**src/rtl/ld_req_arbiter_b2b.sv**
```systemverilog
// Load-request front end for the instruction-memory AXI read path.
// Captures toggle-signalled requests from NUM_SRC sources into per-source
// pending/holding registers, arbitrates them (fixed priority or round-robin)
// and issues one rd_start per request, routing rd_done back as src_done.
module ld_req_arbiter_b2b #(
  parameter int NUM_SRC        = 2,
  parameter int AXI_ADDR_WIDTH = 42,
  parameter int MEM_REQ_W      = 16,
  parameter int ARB_MODE       = 0,
  localparam int GID_W         = (NUM_SRC > 1) ? $clog2(NUM_SRC) : 1
) (
  input  logic                              clk,
  input  logic                              reset,
  input  logic [NUM_SRC-1:0]                src_ld_req_in,
  input  logic [NUM_SRC*AXI_ADDR_WIDTH-1:0] src_ld_addr,
  input  logic [NUM_SRC*MEM_REQ_W-1:0]      src_ld_req_size,
  input  logic                              rd_buf_ready,
  input  logic                              rd_done,
  output logic                              rd_start,
  output logic [AXI_ADDR_WIDTH-1:0]         rd_addr,
  output logic [MEM_REQ_W-1:0]              rd_size,
  output logic [NUM_SRC-1:0]                src_done,
  output logic [GID_W-1:0]                  grant_id,
  output logic                              busy,
  output logic [NUM_SRC-1:0]                ovf_err
);

  typedef enum logic [1:0] {
    ST_IDLE      = 2'd0,
    ST_WAIT_RDY  = 2'd1,
    ST_WAIT_DONE = 2'd2
  } state_t;

  state_t                    state_q, state_d;
  logic [NUM_SRC-1:0]        req_prev_q, req_prev_d;
  logic [NUM_SRC-1:0]        pending_q, pending_d;
  logic [NUM_SRC-1:0]        ovf_q, ovf_d;
  logic [AXI_ADDR_WIDTH-1:0] hold_addr_q [NUM_SRC];
  logic [AXI_ADDR_WIDTH-1:0] hold_addr_d [NUM_SRC];
  logic [MEM_REQ_W-1:0]      hold_size_q [NUM_SRC];
  logic [MEM_REQ_W-1:0]      hold_size_d [NUM_SRC];
  logic [GID_W-1:0]          grant_q, grant_d;
  logic [GID_W-1:0]          rr_ptr_q, rr_ptr_d;
  logic [AXI_ADDR_WIDTH-1:0] rd_addr_q, rd_addr_d;
  logic [MEM_REQ_W-1:0]      rd_size_q, rd_size_d;
  logic                      rd_start_q, rd_start_d;
  logic [NUM_SRC-1:0]        src_done_q, src_done_d;

  logic [NUM_SRC-1:0]        edge_v;
  logic [NUM_SRC-1:0]        clr_v;
  logic [NUM_SRC-1:0]        capture_v;
  logic                      win_found;
  logic [GID_W-1:0]          win_idx;
  int                        rr_idx;

  // Pick the winning pending source: lowest index, or first after the RR pointer
  always_comb begin
    win_found = 1'b0;
    win_idx   = '0;
    rr_idx    = 0;
    if (ARB_MODE == 0) begin
      for (int i = NUM_SRC - 1; i >= 0; i--) begin
        if (pending_q[i]) begin
          win_found = 1'b1;
          win_idx   = GID_W'(i);
        end
      end
    end else begin
      for (int k = 1; k <= NUM_SRC; k++) begin
        rr_idx = int'(rr_ptr_q) + k;
        if (rr_idx >= NUM_SRC) rr_idx = rr_idx - NUM_SRC;
        if (!win_found && pending_q[rr_idx]) begin
          win_found = 1'b1;
          win_idx   = GID_W'(rr_idx);
        end
      end
    end
  end

  // Toggle edge detect, pending capture and overflow; a set on the granted
  // source wins over the completion clear in the same cycle
  always_comb begin
    req_prev_d = src_ld_req_in;
    edge_v     = src_ld_req_in ^ req_prev_q;
    clr_v      = '0;
    if (state_q == ST_WAIT_DONE && rd_done) clr_v[grant_q] = 1'b1;
    capture_v  = edge_v & (~pending_q | clr_v);
    pending_d  = (pending_q & ~clr_v) | capture_v;
    ovf_d      = ovf_q | (edge_v & pending_q & ~clr_v);
    for (int i = 0; i < NUM_SRC; i++) begin
      hold_addr_d[i] = capture_v[i] ? src_ld_addr[i*AXI_ADDR_WIDTH +: AXI_ADDR_WIDTH]
                                    : hold_addr_q[i];
      hold_size_d[i] = capture_v[i] ? src_ld_req_size[i*MEM_REQ_W +: MEM_REQ_W]
                                    : hold_size_q[i];
    end
  end

  // FSM next-state logic
  always_comb begin
    state_d = state_q;
    case (state_q)
      ST_IDLE:      if (win_found)    state_d = ST_WAIT_RDY;
      ST_WAIT_RDY:  if (rd_buf_ready) state_d = ST_WAIT_DONE;
      ST_WAIT_DONE: if (rd_done)      state_d = ST_IDLE;
      default:                        state_d = ST_IDLE;
    endcase
  end

  // FSM outputs: latch the grant in IDLE, one start pulse, one done pulse
  always_comb begin
    grant_d    = grant_q;
    rr_ptr_d   = rr_ptr_q;
    rd_addr_d  = rd_addr_q;
    rd_size_d  = rd_size_q;
    rd_start_d = 1'b0;
    src_done_d = '0;
    case (state_q)
      ST_IDLE: begin
        if (win_found) begin
          grant_d   = win_idx;
          rd_addr_d = hold_addr_q[win_idx];
          rd_size_d = hold_size_q[win_idx];
        end
      end
      ST_WAIT_RDY:  rd_start_d = rd_buf_ready;
      ST_WAIT_DONE: begin
        if (rd_done) begin
          src_done_d = clr_v;
          rr_ptr_d   = grant_q;
        end
      end
      default: ;
    endcase
  end

  // FSM state register
  always_ff @(posedge clk) begin
    if (reset) state_q <= ST_IDLE;
    else       state_q <= state_d;
  end

  // Control and output registers; the toggle history tracks the input during
  // reset so a level held across reset release is not seen as a request
  always_ff @(posedge clk) begin
    if (reset) begin
      req_prev_q <= src_ld_req_in;
      pending_q  <= '0;
      ovf_q      <= '0;
      grant_q    <= '0;
      rr_ptr_q   <= GID_W'(NUM_SRC - 1);
      rd_addr_q  <= '0;
      rd_size_q  <= '0;
      rd_start_q <= 1'b0;
      src_done_q <= '0;
    end else begin
      req_prev_q <= req_prev_d;
      pending_q  <= pending_d;
      ovf_q      <= ovf_d;
      grant_q    <= grant_d;
      rr_ptr_q   <= rr_ptr_d;
      rd_addr_q  <= rd_addr_d;
      rd_size_q  <= rd_size_d;
      rd_start_q <= rd_start_d;
      src_done_q <= src_done_d;
    end
  end

  // Per-source holding registers (data only, qualified by pending)
  always_ff @(posedge clk) begin
    hold_addr_q <= hold_addr_d;
    hold_size_q <= hold_size_d;
  end

  assign rd_start = rd_start_q;
  assign rd_addr  = rd_addr_q;
  assign rd_size  = rd_size_q;
  assign src_done = src_done_q;
  assign grant_id = grant_q;
  assign busy     = (state_q != ST_IDLE);
  assign ovf_err  = ovf_q;

endmodule

```
**config.mk**
```make
export PLATFORM = sky130hd
export DESIGN_NAME = ld_req_arbiter_b2b
export DESIGN_NICKNAME = d
export VERILOG_FILES = /design/src/rtl/ld_req_arbiter_b2b.sv
export SDC_FILE = /design/constraint.sdc
export NUM_CORES = 1
export LEC_CHECK = 0
export BUFFER_PORTS_ARGS = -buffer_cell sky130_fd_sc_hd__buf_2
export CAP_MARGIN = 20
export CORE_ASPECT_RATIO = 1.25
export CORE_MARGIN = 2
export CORE_UTILIZATION = 35
export CTS_CLUSTER_DIAMETER = 60
export DETAILED_ROUTE_END_ITERATION = 10
export PLACE_DENSITY_LB_ADDON = 0.3
export SYNTH_ARGS = -nofsm -noshare
export SYNTH_HDL_FRONTEND = slang
export SYNTH_SLANG_ARGS = --single-unit
```
**constraint.sdc**
```tcl
create_clock -name clk -period 12.4 [get_ports clk]
set_input_delay 0.62 -clock clk [delete_from_list [all_inputs] [get_ports clk]]
set_output_delay 0.62 -clock clk [all_outputs]
set_load 0.01 [all_outputs]
```
Yosys cells after proc, flatten, opt, wreduce, memory -nomap -nowiden
Cells that the tools add are included.
{"block": "classes", "add_sub_neg": 0, "mul": 0, "div_mod_pow": 0, "n_lt_le_gt_ge": 3, "n_eq_ne": 5, "n_shift": 0, "n_mux": 16, "bitwise_logic": 14, "n_reduce_logical": 8}
{"cell": "$mux W42", "n": 3}
{"cell": "$mux W16", "n": 3}
{"cell": "$and A2 B2 Y2", "n": 4}
{"cell": "$mux W2", "n": 4}
{"cell": "$ne A2 B2 Y1 const B", "n": 3}
{"cell": "$or A2 B2 Y2", "n": 3}
{"cell": "$pmux W2 S3", "n": 1}
{"cell": "$mux W1", "n": 4}
{"cell": "$not A2 Y2", "n": 2}
{"cell": "$not A1 Y1", "n": 3}
{"cell": "$reduce_and A3 Y1", "n": 1}
{"cell": "$reduce_or A3 Y1", "n": 1}
{"cell": "$eq A2 B1 Y1 const B", "n": 1}
{"cell": "$eq A2 B2 Y1 const B", "n": 1}
{"cell": "$ge A2 B2 Y1 const B", "n": 1}
{"cell": "$logic_and A1 B1 Y1", "n": 2}
{"cell": "$logic_not A2 Y1", "n": 1}
{"cell": "$lt A1 B2 Y1 const B", "n": 1}
{"cell": "$not A1 Y2", "n": 1}
{"cell": "$reduce_and A2 Y1", "n": 1}
{"cell": "$reduce_bool A2 Y1", "n": 1}
{"cell": "$reduce_or A2 Y1", "n": 1}
{"cell": "$xor A2 B2 Y2", "n": 1}
{"cell": "$demux W1 S1", "n": 1}
{"cell": "$ge A1 B1 Y1 const B", "n": 1}
{"block": "totals", "regBits": 186, "latchBits": 0, "ram_bits": 0, "mem_bits_ro": 0, "in_bits": 122, "memories": 0}

Depth between registers and ports, before layout
Gate-level depths: netlist of run 1.
{"block": "logic_depth", "depth_word": 8, "ltp_mapped": 6, "ltp_nobuf": 4}

Least setup slack after synthesis of run 1
OpenSTA, ideal clock, no wires.
{"block": "synth_timing", "kind": "input port to flip-flop", "start": "input src_ld_req_in[1]", "end": "register hold_addr_q[0] (netlist bit), enable pin", "arrival_ns": 3.603, "required_ns": 11.907, "slack_ns": 8.304, "path_stages": 2, "cell_sequence": "xnor2_1 a21oi_1"}
{"block": "synth_between", "elab_chain_cells": 2}
{"element": "start, declared", "line_no": "14", "rtl": "input logic [NUM_SRC-1:0] src_ld_req_in,"}
{"element": "$xor A2 B2 Y2", "line_no": "84", "rtl": "edge_v = src_ld_req_in ^ req_prev_q;"}
{"element": "$and A2 B2 Y2", "line_no": "87", "rtl": "capture_v = edge_v & (~pending_q | clr_v);"}
{"element": "net capture_v[1]", "line_no": "51", "rtl": "logic [NUM_SRC-1:0] capture_v;"}
{"element": "end signal, assigned", "line_no": "170", "rtl": "hold_addr_q <= hold_addr_d;"}
{"element": "end, declared", "line_no": "38", "rtl": "logic [AXI_ADDR_WIDTH-1:0] hold_addr_q [NUM_SRC];"}
The timed path passes the listed nets, and every way through them passes these cells.
A chain may end at the register's enable or synchronous reset.

Worst setup path after layout of run 1
{"block": "layout_timing", "start": "register state_q[1]", "end": "output busy"}
{"block": "layout_between", "elab_chain_cells": 1}
{"element": "start, declared", "line_no": "34", "rtl": "state_t state_q, state_d;"}
{"element": "start signal, assigned", "line_no": "139", "rtl": "else state_q <= state_d;"}
{"element": "$reduce_bool A2 Y1", "line_no": "179", "rtl": "assign busy = (state_q != ST_IDLE);"}
{"element": "end, declared", "line_no": "24", "rtl": "output logic busy,"}
No other way between the ends.

==> impl_metrics.env, run 1 <==
export IMPL_cts_tree="built"
export IMPL_dp_hpwl_mm=10.16
export IMPL_io_buffers=186
export IMPL_critPathKind="register to primary output"
export IMPL_hold_viol_final=0
export IMPL_antenna_left=0
export IMPL_yosys_warnings=0
export IMPL_first_pass_iters=4
export IMPL_cts_root_buf="clkbuf_16"
export IMPL_dp_cells=875
export IMPL_synth_area_leaders="edfxtp_1 53%, dfxtp_1 21%, a311oi_1 7.8%"
export IMPL_syn_mean_instance_area_um2=13.26
export IMPL_reg2reg_from="state_q[1]$_SDFFE_PP0P_"
export IMPL_die_area_mm2=0.01979
export IMPL_gp_congestion=0.7557
export IMPL_synth_cell_type_count=25
export IMPL_grt_ovfl_total=0
export IMPL_cap_violations=0
export IMPL_leakagePower_nw=3.274
export IMPL_synth_edff_count=116
export IMPL_synth_seq_area_share_pct=74.72
export IMPL_cts_resized=0
export IMPL_synth_seq_cells=186
export IMPL_r2r_setup_slack_ps=10120
export IMPL_grt_max_degree=71
export IMPL_via_per_inst=4.947
export IMPL_synth_fp_nets=615
export IMPL_drc=0
export IMPL_worst_pin_slew_ps=834.2
export IMPL_critPathMaxStageDelay_ps=570
export IMPL_hp_class="primary input to register"
export IMPL_initial_utilization_pct=35.85
export IMPL_wl_mm=15.97
export IMPL_die_h_um=156.8
export IMPL_clockBufferDepth=2
export IMPL_end_kind="primary output"
export IMPL_htreeDepth=4
export IMPL_period_share_pct=19.46
export IMPL_finalNonFillerCells=907
export IMPL_start_kind="register"
export IMPL_post_synth_top_count_cell="nand2_1"
export IMPL_fmax_mhz=414.3
export IMPL_fin_nets=788
export IMPL_num_io_pins=187
export IMPL_slew_headroom_pct=44.39
export IMPL_holdCritStartpoint="src_ld_req_in[0]"
export IMPL_path_cells="nor2_4, buf_4, inv_2, buf_2"
export IMPL_vdd_ir_drop_worst_v=0.00008985
export IMPL_holdPathStages=1
export IMPL_setup_tns_final_ps=0
export IMPL_grt_usage_pct=16.22
export IMPL_maxSlewViolCount=0
export IMPL_clock_sinks=186
export IMPL_post_cts_repair_setup_buffers=0
export IMPL_crit_path_start="state_q[1]$_SDFFE_PP0P_"
export IMPL_vias=4487
export IMPL_critical_path_arrival_ps=1790
export IMPL_synth_area_leader_cell="edfxtp_1"
export IMPL_grt_pass1_vias=4483
export IMPL_drive_gt1_share_pct=33.87
export IMPL_finalClockSkew_ps=5.943
export IMPL_rr_worst_depth=6
export IMPL_routedWlPerCell_um=17.61
export IMPL_r2r_end="rd_addr[26]$_SDFFE_PP0P_"
export IMPL_layout_min_cycle_time_ps=2414
export IMPL_clkSlewWorstSetupHoldPaths_ps=60
export IMPL_cp_slowest_cell="buf_4"
export IMPL_setup_viol=0
export IMPL_holdPathEnd="req_prev_q[0]$_DFF_P_"
export IMPL_rsz0062_at_grt="no"
export IMPL_outcome="complete, no violations"
export IMPL_grt_pass1_wl_mm=24.32
export IMPL_fp_dieW_um=126.2
export IMPL_insertedDiodeCount=0
export IMPL_cts_buffers=17
export IMPL_synth_top_area_share_pct=53.28
export IMPL_synthFlopType="edfxtp_1"
export IMPL_area_growth_pct=25.76
export IMPL_antenna_found_initial=0
export IMPL_cp_max_fo=61
export IMPL_hold_buffers=0
export IMPL_fillers=1731
export IMPL_worstPathRequired_ps=11780
export IMPL_syn_inst=493
export IMPL_async_flop_share_pct=0
export IMPL_power_density_mw_per_mm2=182.5
export IMPL_clkLatencyLatePin_ps=420
export IMPL_rows=55
export IMPL_synth_common_cells="118 x nand2_1, 116 x edfxtp_1, 70 x dfxtp_1"
export IMPL_drt_iter0_drc=207
export IMPL_syn_area_mm2=0.006538
export IMPL_core_mm2=0.01824
==> per-layer routing <==
metal  GRT usage [%]  share of wire, %  vias up
met2           29.08                53      131
met4           5.495               1.3        0
met5               0                 0        -
met3           3.692               4.5       19
met1           19.14                41     2165
li1                -                 -     2172
==> critical path, delay by kind of cell (launching register included) <==
kind                   cells  cell delay, ps
buffers and inverters      3             890
AND/OR/NAND/NOR            1             120
flip-flops                 1             360
==> worst max path at each step <==
stage | end | slack [ps] | cells after the start
finish | busy | 9990 | 4
global route | busy | 9870 | 4
CTS | busy | 9940 | 4
detailed placement | rd_addr[26]$_SDFFE_PP0P_ | 10100 | 6
global placement | hold_addr_q[77]$_DFFE_PP_ | 10170 | 5
floorplan | hold_addr_q[0]$_DFFE_PP_ | 8300 | 2
==> report_power, final <==
part           total, W  switching, W  internal (W)
Sequential     0.000757     0.0000279      0.000730
Clock          0.000540      0.000225      0.000316
Combinational  0.000202      0.000128     0.0000741
Total           0.00150      0.000381       0.00112
==> cell families after synthesis <==
| kind of cell | share of synthesized area [%] |
|---|---|
| XOR/XNOR | 0.2680 |
| buffers and inverters | 3.426 |
| flip-flops | 74.72 |
| AND/OR/NAND/NOR | 8.344 |
| AO/OA/AOI/OAI | 13.24 |
==> through the flow <==
| step | utilization [%] | cell area, µm² | total power (W) | worst slack (ps) | hold WS (ps) |
|---|---|---|---|---|---|
| 3_3_place_gp | 41.89 | 7639 | 0.0009709 | 10170 | 445.0 |
| 5_1_grt | 45.08 | 8222 | 0.001565 | 9867 | 304.9 |
| 4_1_cts | 45.08 | 8222 | 0.001517 | 9936 | 303.6 |
| 3_5_place_dp | 41.89 | 7639 | 0.0009777 | 10100 | 455.9 |
| 2_1_floorplan | - | 6538 | 0.0008893 | 8304 | 494.0 |
| 6_report | 45.08 | 8222 | 0.001500 | 9987 | 324.0 |
==> layout by cell type (no fill, tap or decap), types with 2 or more instances in the layout <==
master,count
a21oi_1,61
a22oi_1,2
a311oi_1,58
buf_2,186
buf_4,8
bufinv_16,3
clkbuf_1,2
clkbuf_16,17
clkinv_1,2
clkinv_2,4
clkinvlp_4,2
dfxtp_1,70
edfxtp_1,116
inv_6,2
nand2_1,118
nand2b_1,2
nor2_1,4
nor2_4,3
nor3b_1,2
o21ai_0,2
o31ai_1,2
xnor2_1,2
==> sequential cells by signal, indices dropped and copies added, names as in the netlist, 16 cells and up <==
signal and flops:
hold_addr_q 84, hold_size_q 32, rd_addr 42, rd_size 16
==> layout make-up <==
class / instances / area [µm²] / share of cell area [%]
flip-flops and latches: 186 / 4885 / 59.41
multi-input cells: 265 / 1470 / 17.88
repair buffers: 194 / 991.0 / 12.05
clock buffers: 19 / 432.9 / 5.266
well taps: 228 / 285.3 / 3.470
clock inverters: 13 / 150.1 / 1.826
inverters: 2 / 7.507 / 0.09131
Power figures use the tool's default switching activity.
==> run 2, diff against run 1 <==
==> constraint.sdc (replaced) <==
create_clock -name clk -period 2.1 [get_ports clk]
set_input_delay 0.105 -clock clk [delete_from_list [all_inputs] [get_ports clk]]
set_output_delay 0.105 -clock clk [all_outputs]
set_load 0.01 [all_outputs]
==> run 2 against run 1 <==
Compared with the run above: wire length increased by 9.4%; utilization increased by 7.1 points; clock skew about the same; critical endpoint is now hold_addr_q[75]$_DFFE_PP_; largest power group unchanged.
==> impl_metrics.env, run 2 (synthesized netlist as in run 1, its figures left out) <==
export IMPL_critPathMaxStageDelay_ps=450
export IMPL_antenna_found_initial=0
export IMPL_leakagePower_nw=3.815
export IMPL_core_mm2=0.01824
export IMPL_grt_max_degree=59
export IMPL_htreeDepth=4
export IMPL_finalNonFillerCells=1034
export IMPL_pwr_share_comb_pct=15.8
export IMPL_top_layer="met4"
export IMPL_grt_pass1_wl_mm=27.39
export IMPL_grt_pass1_vias=5341
export IMPL_swShare_pct=26.79
export IMPL_setup_viol=0
export IMPL_power_density_mw_per_mm2=948.5
export IMPL_wl_met1_mm=7.042
export IMPL_cts_buffers=17
export IMPL_start_kind="register"
export IMPL_fp_dieW_um=126.2
export IMPL_antenna_left=0
export IMPL_first_pass_iters=4
export IMPL_grt_ovfl_total=0
export IMPL_rsz0062_at_grt="no"
export IMPL_clkSlewWorstSetupHoldPaths_ps=70
export IMPL_drt_iter0_drc=216
export IMPL_io_buffers=186
export IMPL_grt_usage_pct=18.02
export IMPL_fin_nets=915
export IMPL_path_cells="nand3b_1, o21a_1, nor2_4, buf_12"
export IMPL_slew_headroom_pct=65.38
export IMPL_dp_hpwl_mm=10.44
export IMPL_drc=0
export IMPL_seqCellArea_mm2=0.004885
export IMPL_rows=55
export IMPL_insertedDiodeCount=0
export IMPL_cts_root_buf="clkbuf_16"
export IMPL_pwr_share_seq_pct=49.5
export IMPL_placed_area_mm2=0.007736
export IMPL_cts_resized=0
export IMPL_critical_path_arrival_ps=1740
export IMPL_cp_slowest_cell="dfxtp_1"
export IMPL_routedWlPerCell_um=16.90
export IMPL_clockBufferDepth=2
export IMPL_cts_tree="built"
export IMPL_largest_reg_flops=84
export IMPL_outcome="complete, no violations"
export IMPL_die_area_mm2=0.01979
export IMPL_end_kind="register"
export IMPL_cp_max_fo=58
export IMPL_p_int_w=0.006604
export IMPL_worst_pin_slew_ps=519.3
export IMPL_finalClockSkew_ps=6.434
export IMPL_num_io_pins=187
export IMPL_hold_viol_final=0
export IMPL_hp_class="primary input to register"
export IMPL_via_per_inst=4.898
export IMPL_setup_tns_final_ps=0
export IMPL_largest_register="hold_addr_q"
export IMPL_final_cell_mix="186 x buf_2, 119 x dlygate4sd3_1, 118 x nand2_1"
export IMPL_clkPwrFrac_pct=34.7
export IMPL_clkLatencyLatePin_ps=420
export IMPL_clock_sinks=186
export IMPL_die_h_um=156.8
export IMPL_critPathKind="register to register"
export IMPL_multi_input_area_mm2=0.001470
export IMPL_power_switching_w=0.002416
export IMPL_vdd_ir_drop_worst_v=0.0005668
export IMPL_area_growth_pct=45.45
export IMPL_wl_met3_um=766
export IMPL_initial_utilization_pct=35.85
export IMPL_fillers=1551
export IMPL_final_common_cell="buf_2"
export IMPL_cap_violations=0
export IMPL_period_share_pct=78.87
export IMPL_wl_met2_mm=9.105
export IMPL_fin_area_mm2=0.009509
export IMPL_fmax_mhz=603.8
export IMPL_worstPathRequired_ps=2190
export IMPL_maxSlewViolCount=0
export IMPL_post_cts_repair_setup_buffers=0
export IMPL_gp_congestion=0.7968
export IMPL_layout_min_cycle_time_ps=1656
export IMPL_drive_gt1_share_pct=29.90
export IMPL_fin_util_pct=52.14
export IMPL_vias=5065
export IMPL_fin_hold_ws_ps=49.21
export IMPL_dp_cells=883
export IMPL_wl_mm=17.48
export IMPL_hold_buffers=119
## run 2: cell count changes in the layout (fill, tap and decap cells not counted)
| cell | previous run | this run |
|---|---|---|
| bufinv_16 | 3 | 1 |
| clkinv_2 | 4 | 0 |
| clkbuf_1 | 2 | 0 |
| buf_4 | 8 | 13 |
| dlygate4sd3_1 | 0 | 119 |
| buf_12 | 0 | 3 |
| inv_6 | 2 | 6 |
| clkinv_8 | 0 | 1 |
| clkinvlp_4 | 2 | 3 |
| clkinv_1 | 2 | 1 |
| clkinv_4 | 0 | 1 |
| inv_8 | 0 | 2 |
## run 2: cell type report
| type | count | area share (%) |
|---|---|---|
| Clock inverter | 15 | 1.645 |
| Timing Repair Buffer | 321 | 23.97 |
| Tap cell | 228 | 3.000 |
| Clock buffer | 17 | 4.474 |
| Multi-Input combinational cell | 265 | 15.46 |
| Sequential cell | 186 | 51.37 |
| Inverter | 2 | 0.07895 |
## run 2: per-stage QoR
step | power [W] | setup slack (ps)
after detailed placement | 0.005813 | 468.3
after global routing | 0.009455 | 346.7
after global placement | 0.005774 | 500.6
final | 0.009020 | 443.8
after floorplan | 0.005243 | 20.86
after CTS | 0.009112 | 447.2
## run 2: layer usage
layer	GRT usage (%)	up-vias
li1	-	2428
met1	20.88	2433
met2	31.57	171
met3	4.103	33
met4	8.582	0
met5	0	-
## run 2: worst paths after layout
kind | startpoint | end | slack, ps | cells after the start
max | state_q[1]$_SDFFE_PP0P_ | hold_addr_q[75]$_DFFE_PP_ | 440 | 4
min | rd_done | src_done[0]$_SDFF_PP0_ | 50 | 3
max reg2reg | state_q[1]$_SDFFE_PP0P_ | hold_addr_q[75]$_DFFE_PP_ | 440 | 4
min reg2reg | ovf_err[0]$_SDFF_PP0_ | ovf_err[0]$_SDFF_PP0_ | 460 | 2
## run 2: worst max-delay path: cells and delay by family (launching register included)
kind	cells	cell delay [ps]
flip-flops	1	450
AND/OR/NAND/NOR	2	300
AO/OA/AOI/OAI	1	230
buffers and inverters	1	320
## run 2: power by group through the flow
stage          clock network, W  logic (W)  registers, W
2_1_floorplan                 0   0.000644       0.00460
3_3_place_gp                  0    0.00124       0.00453
3_5_place_dp                  0    0.00127       0.00454
4_1_cts                 0.00320    0.00144       0.00447
5_1_grt                 0.00338    0.00157       0.00450
6_report                0.00313    0.00143       0.00446
==> run 3, diff against run 2 <==
==> constraint.sdc (replaced) <==
create_clock -name clk -period 1.75 [get_ports clk]
set_input_delay 0.0875 -clock clk [delete_from_list [all_inputs] [get_ports clk]]
set_output_delay 0.0875 -clock clk [all_outputs]
set_load 0.01 [all_outputs]
==> run 3 against run 2 <==
Compared with the run above: setup slack worse by 280 ps; hold slack improved by 6.4 ps; die area is the same; largest power group unchanged.
==> impl_metrics.env, run 3 (synthesized netlist as in run 1, its figures left out) <==
export IMPL_outcome="complete, no violations"
export IMPL_clockBufferDepth=2
export IMPL_critical_path_arrival_ps=1670
export IMPL_worstPathRequired_ps=1840
export IMPL_p_int_w=0.008257
export IMPL_largest_register="hold_addr_q"
export IMPL_vias=5075
export IMPL_antenna_left=0
export IMPL_hold_viol_final=0
export IMPL_power_density_mw_per_mm2=1149
export IMPL_swShare_pct=25.17
export IMPL_fin_nets=915
export IMPL_die_area_mm2=0.01979
export IMPL_cts_buffers=17
export IMPL_pwr_share_seq_pct=48.6
export IMPL_vdd_ir_drop_worst_v=0.0006360
export IMPL_fp_dieW_um=126.2
export IMPL_start_kind="register"
export IMPL_final_common_cell="buf_2"
export IMPL_first_pass_iters=4
export IMPL_finalNonFillerCells=1034
export IMPL_insertedDiodeCount=0
export IMPL_cap_violations=0
export IMPL_cts_root_buf="clkbuf_16"
export IMPL_rows=55
export IMPL_routedWlPerCell_um=16.93
export IMPL_pwr_share_comb_pct=16.0
export IMPL_fmax_mhz=631.7
export IMPL_maxSlewViolCount=0
export IMPL_grt_pass1_wl_mm=27.20
export IMPL_grt_max_degree=59
export IMPL_cts_tree="built"
export IMPL_period_share_pct=90.46
export IMPL_rsz0062_at_grt="no"
export IMPL_slew_headroom_pct=64.78
export IMPL_initial_utilization_pct=35.85
export IMPL_via_per_inst=4.908
export IMPL_dp_cells=883
export IMPL_finalClockSkew_ps=7.150
export IMPL_num_io_pins=187
export IMPL_final_cell_mix="186 x buf_2, 119 x dlygate4sd3_1, 118 x nand2_1"
export IMPL_hp_class="primary input to register"
export IMPL_drc=0
export IMPL_wl_mm=17.50
export IMPL_core_mm2=0.01824
export IMPL_clkPwrFrac_pct=35.5
export IMPL_critPathKind="register to register"
export IMPL_layout_min_cycle_time_ps=1583
export IMPL_die_h_um=156.8
export IMPL_worst_pin_slew_ps=528.3
export IMPL_grt_usage_pct=17.98
export IMPL_clkSlewWorstSetupHoldPaths_ps=60
export IMPL_antenna_found_initial=0
export IMPL_clock_sinks=186
export IMPL_clkLatencyLatePin_ps=420
export IMPL_io_buffers=186
export IMPL_drt_iter0_drc=234
export IMPL_end_kind="register"
export IMPL_area_growth_pct=46.87
export IMPL_dp_hpwl_mm=10.84
export IMPL_power_switching_w=0.002778
export IMPL_largest_reg_flops=84
export IMPL_grt_pass1_vias=5260
export IMPL_gp_congestion=0.7794
export IMPL_cp_max_fo=58
export IMPL_setup_tns_final_ps=0
export IMPL_htreeDepth=4
export IMPL_grt_ovfl_total=0
export IMPL_setup_viol=0
export IMPL_drive_gt1_share_pct=29.90
export IMPL_leakagePower_nw=3.854
## run 3: cell types whose count changed in the layout (fill, tap and decap cells not counted), sizes merged
cell,previous run,this run
bufinv,1,2
clkbuf,17,23
clkinvlp,3,2
inv,10,4
## run 3: metrics by stage
stage	total power, W	worst slack, ps	hold slack (ps)	utilization, %	instance area, µm²
final	0.01103	167.0	55.62	52.65	9602
after global routing	0.01151	87.36	47.85	52.65	9602
after CTS	0.01115	162.5	26.58	52.65	9602
after detailed placement	0.007031	176.6	216.7	42.78	7801
after global placement	0.006970	217.8	216.3	42.78	7801
after floorplan	0.006293	-257.0	115.2	-	6559
## run 3: final timing paths
kind / startpoint / end / slack (ps) / cells past startpoint
min reg2reg: ovf_err[1]$_SDFF_PP0_ / ovf_err[1]$_SDFF_PP0_ / 470 / 2
max reg2reg: state_q[1]$_SDFFE_PP0P_ / hold_addr_q[29]$_DFFE_PP_ / 170 / 3
min: rd_done / src_done[0]$_SDFF_PP0_ / 60 / 3
max: state_q[1]$_SDFFE_PP0P_ / hold_addr_q[29]$_DFFE_PP_ / 170 / 3
## run 3: power by group through the flow
stage	Sequential [W]	Combinational [W]	Clock [W]
detailed placement	0.00545	0.00158	0
finish	0.00536	0.00176	0.00392
global placement	0.00544	0.00153	0
CTS	0.00536	0.00178	0.00400
floorplan	0.00552	0.000773	0
global route	0.00541	0.00192	0.00418
## run 3: layer usage
| metal | share of wire (%) | vias to the layer above | track usage, % |
|---|---|---|---|
| met5 | 0 | - | 0 |
| met4 | 2.9 | 0 | 8.948 |
| met3 | 6.3 | 36 | 4.239 |
| met2 | 54 | 206 | 32.62 |
| met1 | 37 | 2402 | 19.59 |
| li1 | - | 2431 | - |
## run 3: cell type report
| cell class | instances | area (µm²) |
|---|---|---|
| clock buffers | 23 | 499.2 |
| clock inverters | 9 | 110.1 |
| fillers | 1523 | 8635 |
| inverters | 2 | 7.507 |
| multi-input cells | 265 | 1470 |
| flip-flops and latches | 186 | 4887 |
| well taps | 228 | 285.3 |
| repair buffers | 321 | 2342 |
## run 3: timing repair
action                                  in CTS  in global routing
gates resized for setup                      0                  0
endpoints found under the setup margin       0                  0
buffers inserted                             0                  0
endpoints found under the hold margin      120                  0
hold buffers                               119                  0
## run 3: critical path: stages (launching register included)
cell	delay (ps)
dfxtp_1	440
nand4b_1	240
a21oi_4	210
buf_12	330
